`src/rtl/imem_pkg.sv`:
```
// Shared types and constants for the synchronous instruction memory.
package imem_pkg;

    typedef enum logic {
        RUN  = 1'b0,
        LOAD = 1'b1
    } imem_state_e;

    localparam logic [31:0] IMEM_DEFAULT_WORD = 32'h0000_0000;

endpackage

```
`src/rtl/imem_ram.sv`:
```
// Word RAM with one synchronous write port and one registered read port.
module imem_ram #(
    parameter int DATA_W = 32,
    parameter int DEPTH  = 64,
    parameter int AW     = $clog2(DEPTH)
) (
    input  logic              clk,
    input  logic              rst_n,
    input  logic              we,
    input  logic [AW-1:0]     waddr,
    input  logic [DATA_W-1:0] wdata,
    input  logic              re,
    input  logic [AW-1:0]     raddr,
    output logic [DATA_W-1:0] rdata
);

    logic [DATA_W-1:0] mem [DEPTH];

    // The array itself is never reset so program contents survive rst_n.
    always_ff @(posedge clk) begin
        if (we) begin
            mem[waddr] <= wdata;
        end
    end

    always_ff @(posedge clk or negedge rst_n) begin
        if (!rst_n) begin
            rdata <= '0;
        end else if (re) begin
            rdata <= mem[raddr];
        end
    end

endmodule

```
`src/rtl/instruction_memory_sync.sv`:
```
// Instruction memory with a streaming program loader and 1-cycle fetch port.
//   state | meaning
//   RUN   | fetches accepted (ready=1), loader stream ignored
//   LOAD  | fetches stalled, prog_valid words written at the pointer
module instruction_memory_sync
    import imem_pkg::*;
#(
    parameter int                 ADDR_W       = 32,
    parameter int                 DATA_W       = 32,
    parameter int                 DEPTH        = 64,
    parameter logic [DATA_W-1:0]  DEFAULT_WORD = DATA_W'(IMEM_DEFAULT_WORD)
) (
    input  logic                     clk,
    input  logic                     rst_n,
    input  logic                     req,
    input  logic [ADDR_W-1:0]        a,
    output logic                     ready,
    output logic [DATA_W-1:0]        rd,
    output logic                     rd_valid,
    output logic                     fault,
    input  logic                     prog_start,
    input  logic                     prog_valid,
    input  logic [DATA_W-1:0]        prog_data,
    input  logic                     prog_last,
    output logic [$clog2(DEPTH):0]   prog_count,
    output logic                     prog_ovf
);

    localparam int AW    = $clog2(DEPTH);
    localparam int PTR_W = AW + 1;

    imem_state_e        state_q, state_d;
    logic [PTR_W-1:0]   ptr_q, ptr_d;
    logic               ovf_d;
    logic               we;
    logic               accept;
    logic               misalign, oob;
    logic               valid_q, fault_q;
    logic [DATA_W-1:0]  ram_q;

    assign ready    = (state_q == RUN);
    assign accept   = req && ready;
    assign misalign = |a[1:0];
    // Full upper-bit compare: addresses past DEPTH must fault, never alias.
    assign oob      = a[ADDR_W-1:2] >= (ADDR_W-2)'(DEPTH);

    always_comb begin
        state_d = state_q;
        ptr_d   = ptr_q;
        ovf_d   = prog_ovf;
        we      = 1'b0;
        case (state_q)
            RUN: begin
                if (prog_start) begin
                    state_d = LOAD;
                    ptr_d   = '0;
                    ovf_d   = 1'b0;
                end
            end
            LOAD: begin
                if (prog_start) begin
                    ptr_d = '0;
                    ovf_d = 1'b0;
                end else if (prog_valid) begin
                    if (ptr_q != PTR_W'(DEPTH)) begin
                        we    = 1'b1;
                        ptr_d = ptr_q + PTR_W'(1);
                    end else begin
                        ovf_d = 1'b1;
                    end
                    if (prog_last) begin
                        state_d = RUN;
                    end
                end
            end
            default: state_d = RUN;
        endcase
    end

    always_ff @(posedge clk or negedge rst_n) begin
        if (!rst_n) begin
            state_q  <= RUN;
            ptr_q    <= '0;
            prog_ovf <= 1'b0;
            valid_q  <= 1'b0;
            fault_q  <= 1'b0;
        end else begin
            state_q  <= state_d;
            ptr_q    <= ptr_d;
            prog_ovf <= ovf_d;
            valid_q  <= accept;
            if (accept) begin
                fault_q <= misalign || oob;
            end
        end
    end

    imem_ram #(
        .DATA_W (DATA_W),
        .DEPTH  (DEPTH),
        .AW     (AW)
    ) u_ram (
        .clk   (clk),
        .rst_n (rst_n),
        .we    (we),
        .waddr (ptr_q[AW-1:0]),
        .wdata (prog_data),
        .re    (accept),
        .raddr (a[AW+1:2]),
        .rdata (ram_q)
    );

    // fault_q and ram_q both hold between fetches, so rd holds too.
    assign rd         = fault_q ? DEFAULT_WORD : ram_q;
    assign rd_valid   = valid_q;
    assign fault      = fault_q;
    assign prog_count = ptr_q;

endmodule
```
`config.mk`:
```
export PLATFORM = sky130hd
export DESIGN_NAME = instruction_memory_sync
export DESIGN_NICKNAME = d
export VERILOG_FILES = /design/src/rtl/imem_pkg.sv /design/src/rtl/imem_ram.sv /design/src/rtl/instruction_memory_sync.sv
export SDC_FILE = /design/constraint.sdc
export NUM_CORES = 2
export LEC_CHECK = 0
export ABC_CLOCK_PERIOD_IN_PS = 4100
export BUFFER_PORTS_ARGS = -buffer_cell sky130_fd_sc_hd__buf_4
export CAP_MARGIN = 30
export CORE_ASPECT_RATIO = 0.9
export CORE_UTILIZATION = 40
export DETAILED_ROUTE_END_ITERATION = 6
export HOLD_SLACK_MARGIN = 0.02
export SLEW_MARGIN = 40
export SYNTH_ARGS = -nofsm -noshare
export SYNTH_HDL_FRONTEND = slang
export SYNTH_SLANG_ARGS = --single-unit
```
`constraint.sdc`:
```
create_clock -name clk -period 4.1 [get_ports clk]
set_input_delay 1.025 -clock clk [delete_from_list [all_inputs] [get_ports clk]]
set_output_delay 1.025 -clock clk [all_outputs]
set_load 0.02 [all_outputs]
```
==> Word level (Yosys, flattened, before mapping) <==
Memory sizes are Yosys's and may differ from the RTL's. A register that Yosys moved wholly into a read port is not among the register bits.
Index checks and enable logic that the tools add are counted.
{ "word_totals": {"regBits": 11, "ramBits": 2048, "inputBits": 70, "output_inout_bits": 43, "elab_cells": 42, "n_memories": 1} }
{ "classes": {"addsub": 1, "order_cmp": 1, "eq_ne": 5, "mux": 22, "bitwise_logic": 1, "reduce_logical": 6} }
{ "memory_table": {"columns": ["name", "words", "word_bits", "rd", "rd_clocked_by_memory_dff", "write_ports", "line", "rtl"], "rows": [
  ["u_ram.mem", 64, 32, 1, 1, 1, "imem_ram.sv:17", "logic [DATA_W-1:0] mem [DEPTH];"]
]} }
{ "op_table": {"columns": ["cell", "count"], "rows": [
  ["$mux W32", 1],
  ["$ge A30 B7 Y1 const B", 1],
  ["$mux W7", 4],
  ["$mux W1", 14],
  ["$pmux W7 S2", 1],
  ["$add A7 B1 Y7 const B", 1],
  ["$ne A7 B7 Y1 const B", 1],
  ["$ne A3 B3 Y1 const B", 2],
  ["$reduce_and A3 Y1", 2],
  ["$pmux W1 S2", 2],
  ["$ne A3 B2 Y1 const B", 1],
  ["$ne A2 B1 Y1 const B", 1],
  ["$reduce_or A2 Y1", 1],
  ["$logic_and A1 B1 Y1", 1],
  ["$logic_not A1 Y1", 1],
  ["$logic_or A1 B1 Y1", 1],
  ["$not A1 Y1", 1]
]} }

==> Longest topological paths before layout <==
{ "logic_depth": {"depth_word": 7, "mapped_depth": 11, "ltp_nobuf": 7} }

==> Cells and area by module <==
From an unflattened synthesis, not the netlist that was laid out.
{ "unflattened": {"cells_unflattened": 3945, "hier_area_um2": 80818.8} }
{ "by_module_without_submodules": {"columns": ["mod", "n_inst", "cells_per_inst", "area_each_um2", "seq_area_each_um2"], "rows": [
  ["imem_ram", 1, 3843, 79990.5, 62299.8],
  ["instruction_memory_sync", 1, 102, 828.3, 275.3]
]} }

==> Worst setup path before layout <==
No wires, ideal clock.
{ "synth_timing": {"path_type": "in2reg", "from": "input prog_valid", "to": "memory u_ram.mem[24][0], enable pin", "setup_time_ns": 0.421, "t_arrival_ns": 3.271, "required_time_ns": 3.679, "path_slack_ns": 0.408, "path_stages": 5, "path_buffers": 0, "cell_sequence": "nand2_1 a41o_1 nor3_1 nand3_1 nor2_1"} }
{ "synth_via": {"elab_chain_cells": 5} }
{ "synth_lines": {"columns": ["element", "line", "rtl"], "rows": [
  ["from (decl)", "instruction_memory_sync.sv:22", "input logic prog_valid,"],
  ["$mux W1", "instruction_memory_sync.sv:64", "end else if (prog_valid) begin"],
  ["$mux W1", "instruction_memory_sync.sv:61", "if (prog_start) begin"],
  ["$mux W1", "instruction_memory_sync.sv:52", "case (state_q)"],
  ["$mux W1", "imem_ram.sv:21", "if (we) begin"],
  ["$mux W1 (not written as such)", "imem_ram.sv:22", "mem[waddr] <= wdata;"],
  ["to (decl)", "imem_ram.sv:17", null]
]} }
Every way passes these cells.

==> Final worst setup path <==
{ "layout_timing": {"from": "register fault_q, in the netlist fault", "to": "output rd[26]"} }
{ "layout_via": {"elab_chain_cells": 1} }
{ "layout_lines": {"columns": ["element", "line", "rtl"], "rows": [
  ["from (decl)", "instruction_memory_sync.sv:38", "logic valid_q, fault_q;"],
  ["from (signal assigned)", "instruction_memory_sync.sv:93", "fault_q <= misalign || oob;"],
  ["$mux W32", "instruction_memory_sync.sv:114", "assign rd = fault_q ? DEFAULT_WORD : ram_q;"],
  ["to (decl)", "instruction_memory_sync.sv:18", "output logic [DATA_W-1:0] rd,"]
]} }
Every way passes these cells.

==> summary.md <==
| Metric | Value |
|---|---|
| Status | `completed` |
| Mean routed wirelength per cell | `32.6 um` |
| Final Hold Viols | `0` |
| Post-cts resize count | `0` |
| Port Buf Inserts | `112` |
| Hold-fix buffers at CTS | `0` |
| Clk slew on worst S/H paths | `0.07 ns` |
| Post-route ant nets | `0` |
| Most common flop cell mapped by yosys | `edfxtp_1` |
| Post-DP HPWL | `132000 um` |
| Layout cells sized above 1 | `28.7%` |
| Commonest non-fill, non-tap cell in the layout | `edfxtp_1` |
| Yosys reg bits | `2091` |
| Global route overflow | `0` |
| First-pass GRT wire length | `315000 um` |
| Crit end category | `output port` |
| Worst hold path type | `in -> async` |
| Synth-to-layout area growth | `16.7%` |
| WS Path Type | `reg -> out` |
| GPL Wtd Cong | `0.810` |
| Ports | `113` |
| H-Tree Depth | `4` |
| Largest cells by area after synthesis | `edfxtp_1 (77%), mux4_2 (11%), mux2i_1 (3.2%)` |
| # fillers | `16300` |
| Pin count of the biggest net entering global routing | `65` |
| Post-synth ARST share | `2.06%` |
| RSZ-0062 raised after global routing | `false` |
| Post-synth top area cell | `edfxtp_1` |
| Worst Tran Pin Value | `0.877 ns` |
| Peak VDD IR | `343 uV` |
| Leakage | `29.8 nW` |
| Final Non-Filler Cells | `6914` |
| Commonest non-fill, non-tap cells in the layout | `edfxtp_1 (2048), mux4_2 (401), buf_4 (307)` |
| Post-Syn Instances | `3679` |
| Yosys warning total | `0` |
| Antenna violations before repair | `14` |
| Post-synth top area share | `76.7%` |
| Period utilisation layout | `82.4%` |
| Setup bufs post-CTS | `0` |
| CTS tree | `yes` |
| CTS buffer count | `204` |
| CP required | `3.07 ns` |
| DRT iter0 DRCs | `4596` |
| Total negative slack | `0 ns` |
| Die Area | `0.202 mm2` |
| Syn Nets | `3751` |
| Cell Pwr Density | `482 mW/mm2` |
| Skew final | `0.0511 ns` |
| Total GRT Usage | `22.3%` |
| Core Box Area | `0.199 mm2` |
| Number of max-cap violations | `0` |
| Setup ws final | `0.721 ns` |
| Synth unique cells | `63` |
| Worst skew pair latency | `0.85 ns` |
| Final max-slew violation count | `0` |
| Vias in the first global route | `40400` |
| DRT Pass-1 Iters | `6` |
| Critical Path Source Type | `flip-flop` |
| DIE HEIGHT | `427 um` |
| Final setup vio count | `0` |
| DP Cell Count | `6525` |
| Post-route DRC | `0` |
| Max Freq | `296 MHz` |
| CP Data Arrival Time | `2.35 ns` |
| Worst slack, placed | `0.174 ns` |
| Site Rows | `155` |
| Final worst path period need | `3.38 ns` |
| Total Nets Final | `4136` |
| Routed WL | `225000 um` |
| Vias per inst | `5.86` |
| Synthesized cell area | `0.0802 mm2` |
| Crit-path max FO | `14` |
| Starting density of the core | `40.3%` |
| Post-synth EDFFs | `2048` |
| Die width | `474 um` |
| Slew Limit Headroom | `41.3%` |
| Via count | `40500` |
| Syn avg cell area | `21.8 um2` |
| Sequential-to-total area share from yosys stat | `78.0%` |
| Clk sinks | `2091` |
| CTS Buffer Depth | `3` |
| Root Driver | `clkbuf_16` |
[state kept, by name, summed over array words and instances, names as in the netlist]
register and cells:
u_ram.rdata 32, prog_ovf 1, prog_count 7, rd_valid 1
state_q 1, fault 1, u_ram.mem 2048
[per-stage QoR]
step | hold slack (ns) | instance area [um2] | util, % | power (mW)
2_1_floorplan | 0.462 | 80200 | - | 25.4
3_3_place_gp | 0.475 | 86800 | 43.7 | 26.8
3_5_place_dp | 0.479 | 86800 | 43.7 | 26.8
4_1_cts | 0.142 | 93500 | 47.0 | 45.4
5_1_grt | 0.162 | 93600 | 47.1 | 46.3
6_report | 0.172 | 93600 | 47.1 | 45.1
[synthesized netlist by cell type (all sizes together) (5+ instances only)]
cell type,number
a31oi,10
nor2,108
clkbuf,76
mux2,22
a22oi,87
o21ai,24
mux4,401
or3,7
o22a,6
mux2i,260
nor3,8
a22o,20
o2111ai,5
a221oi,36
dfrtp,43
o22ai,45
o211ai,10
a211oi,58
nor2b,41
a2111oi,9
o221ai,27
nand3,24
nor4,7
edfxtp,2048
nand2,38
a21oi,24
buf,140
o32a,25
inv,7
[path summary, 6_finish.rpt]
kind                                            start                    endpoint  slack, ns  cells past startpoint
max                                 fault$_DFFE_PN0P_                      rd[26]       0.72                      2
min                                             rst_n          rd_valid$_DFF_PN0_       0.17                      1
max reg2reg                 prog_count[3]$_DFFE_PN0P_   u_ram.mem[5][3]$_DFFE_PP_       1.19                      8
min reg2reg                u_ram.rdata[8]$_DFFE_PN0P_  u_ram.rdata[8]$_DFFE_PN0P_       0.49                      1
max in group asynchronous                       rst_n           state_q$_DFF_PN0_       3.38                      1
min in group clk                           prog_start   prog_count[3]$_DFFE_PN0P_       0.42                      2
[worst max-delay path: stages, from the launching register on]
cell and delay (ns):
dfrtp_2 0.61, nor2b_1 0.61, buf_4 0.26
[final cells by class]
class,instances,area (um2),share of cell area (%)
sequential,2091,62600,66.9
multi-input combinational,1365,16900,18.1
clock buffer,266,5540,5.92
timing repair buffer,395,4040,4.32
tap,2669,3340,3.57
clock inverter,114,1140,1.22
inverter,7,28.8,0.0308
antenna,7,17.5,0.0187
[cell families after synthesis]
group	Yosys count	share of synthesized area, %
buffers and inverters	223	1.58
flip-flops	2091	78.0
multiplexers	683	14.8
AND/OR/NAND/NOR	265	1.60
adder cells (fa/ha/maj)	2	0.0312
AO/OA/AOI/OAI	410	3.89
XOR/XNOR	5	0.0546
[report_power, final]
group	switching (mW)	internal, mW
registers	0.238	23.6
logic	1.59	0.957
clock network	8.21	10.5
total	10.0	35.0
[metal layers]
layer	track usage, %	wire (um)	part of all wire [%]	up-vias
li1	-	-	-	16400
met1	30.9	93100	41	21900
met2	35.4	107000	48	1796
met3	4.28	17600	7.8	326
met4	7.40	7550	3.3	4
met5	0	24	0.011	-
(Power assumes the default switching activity.)
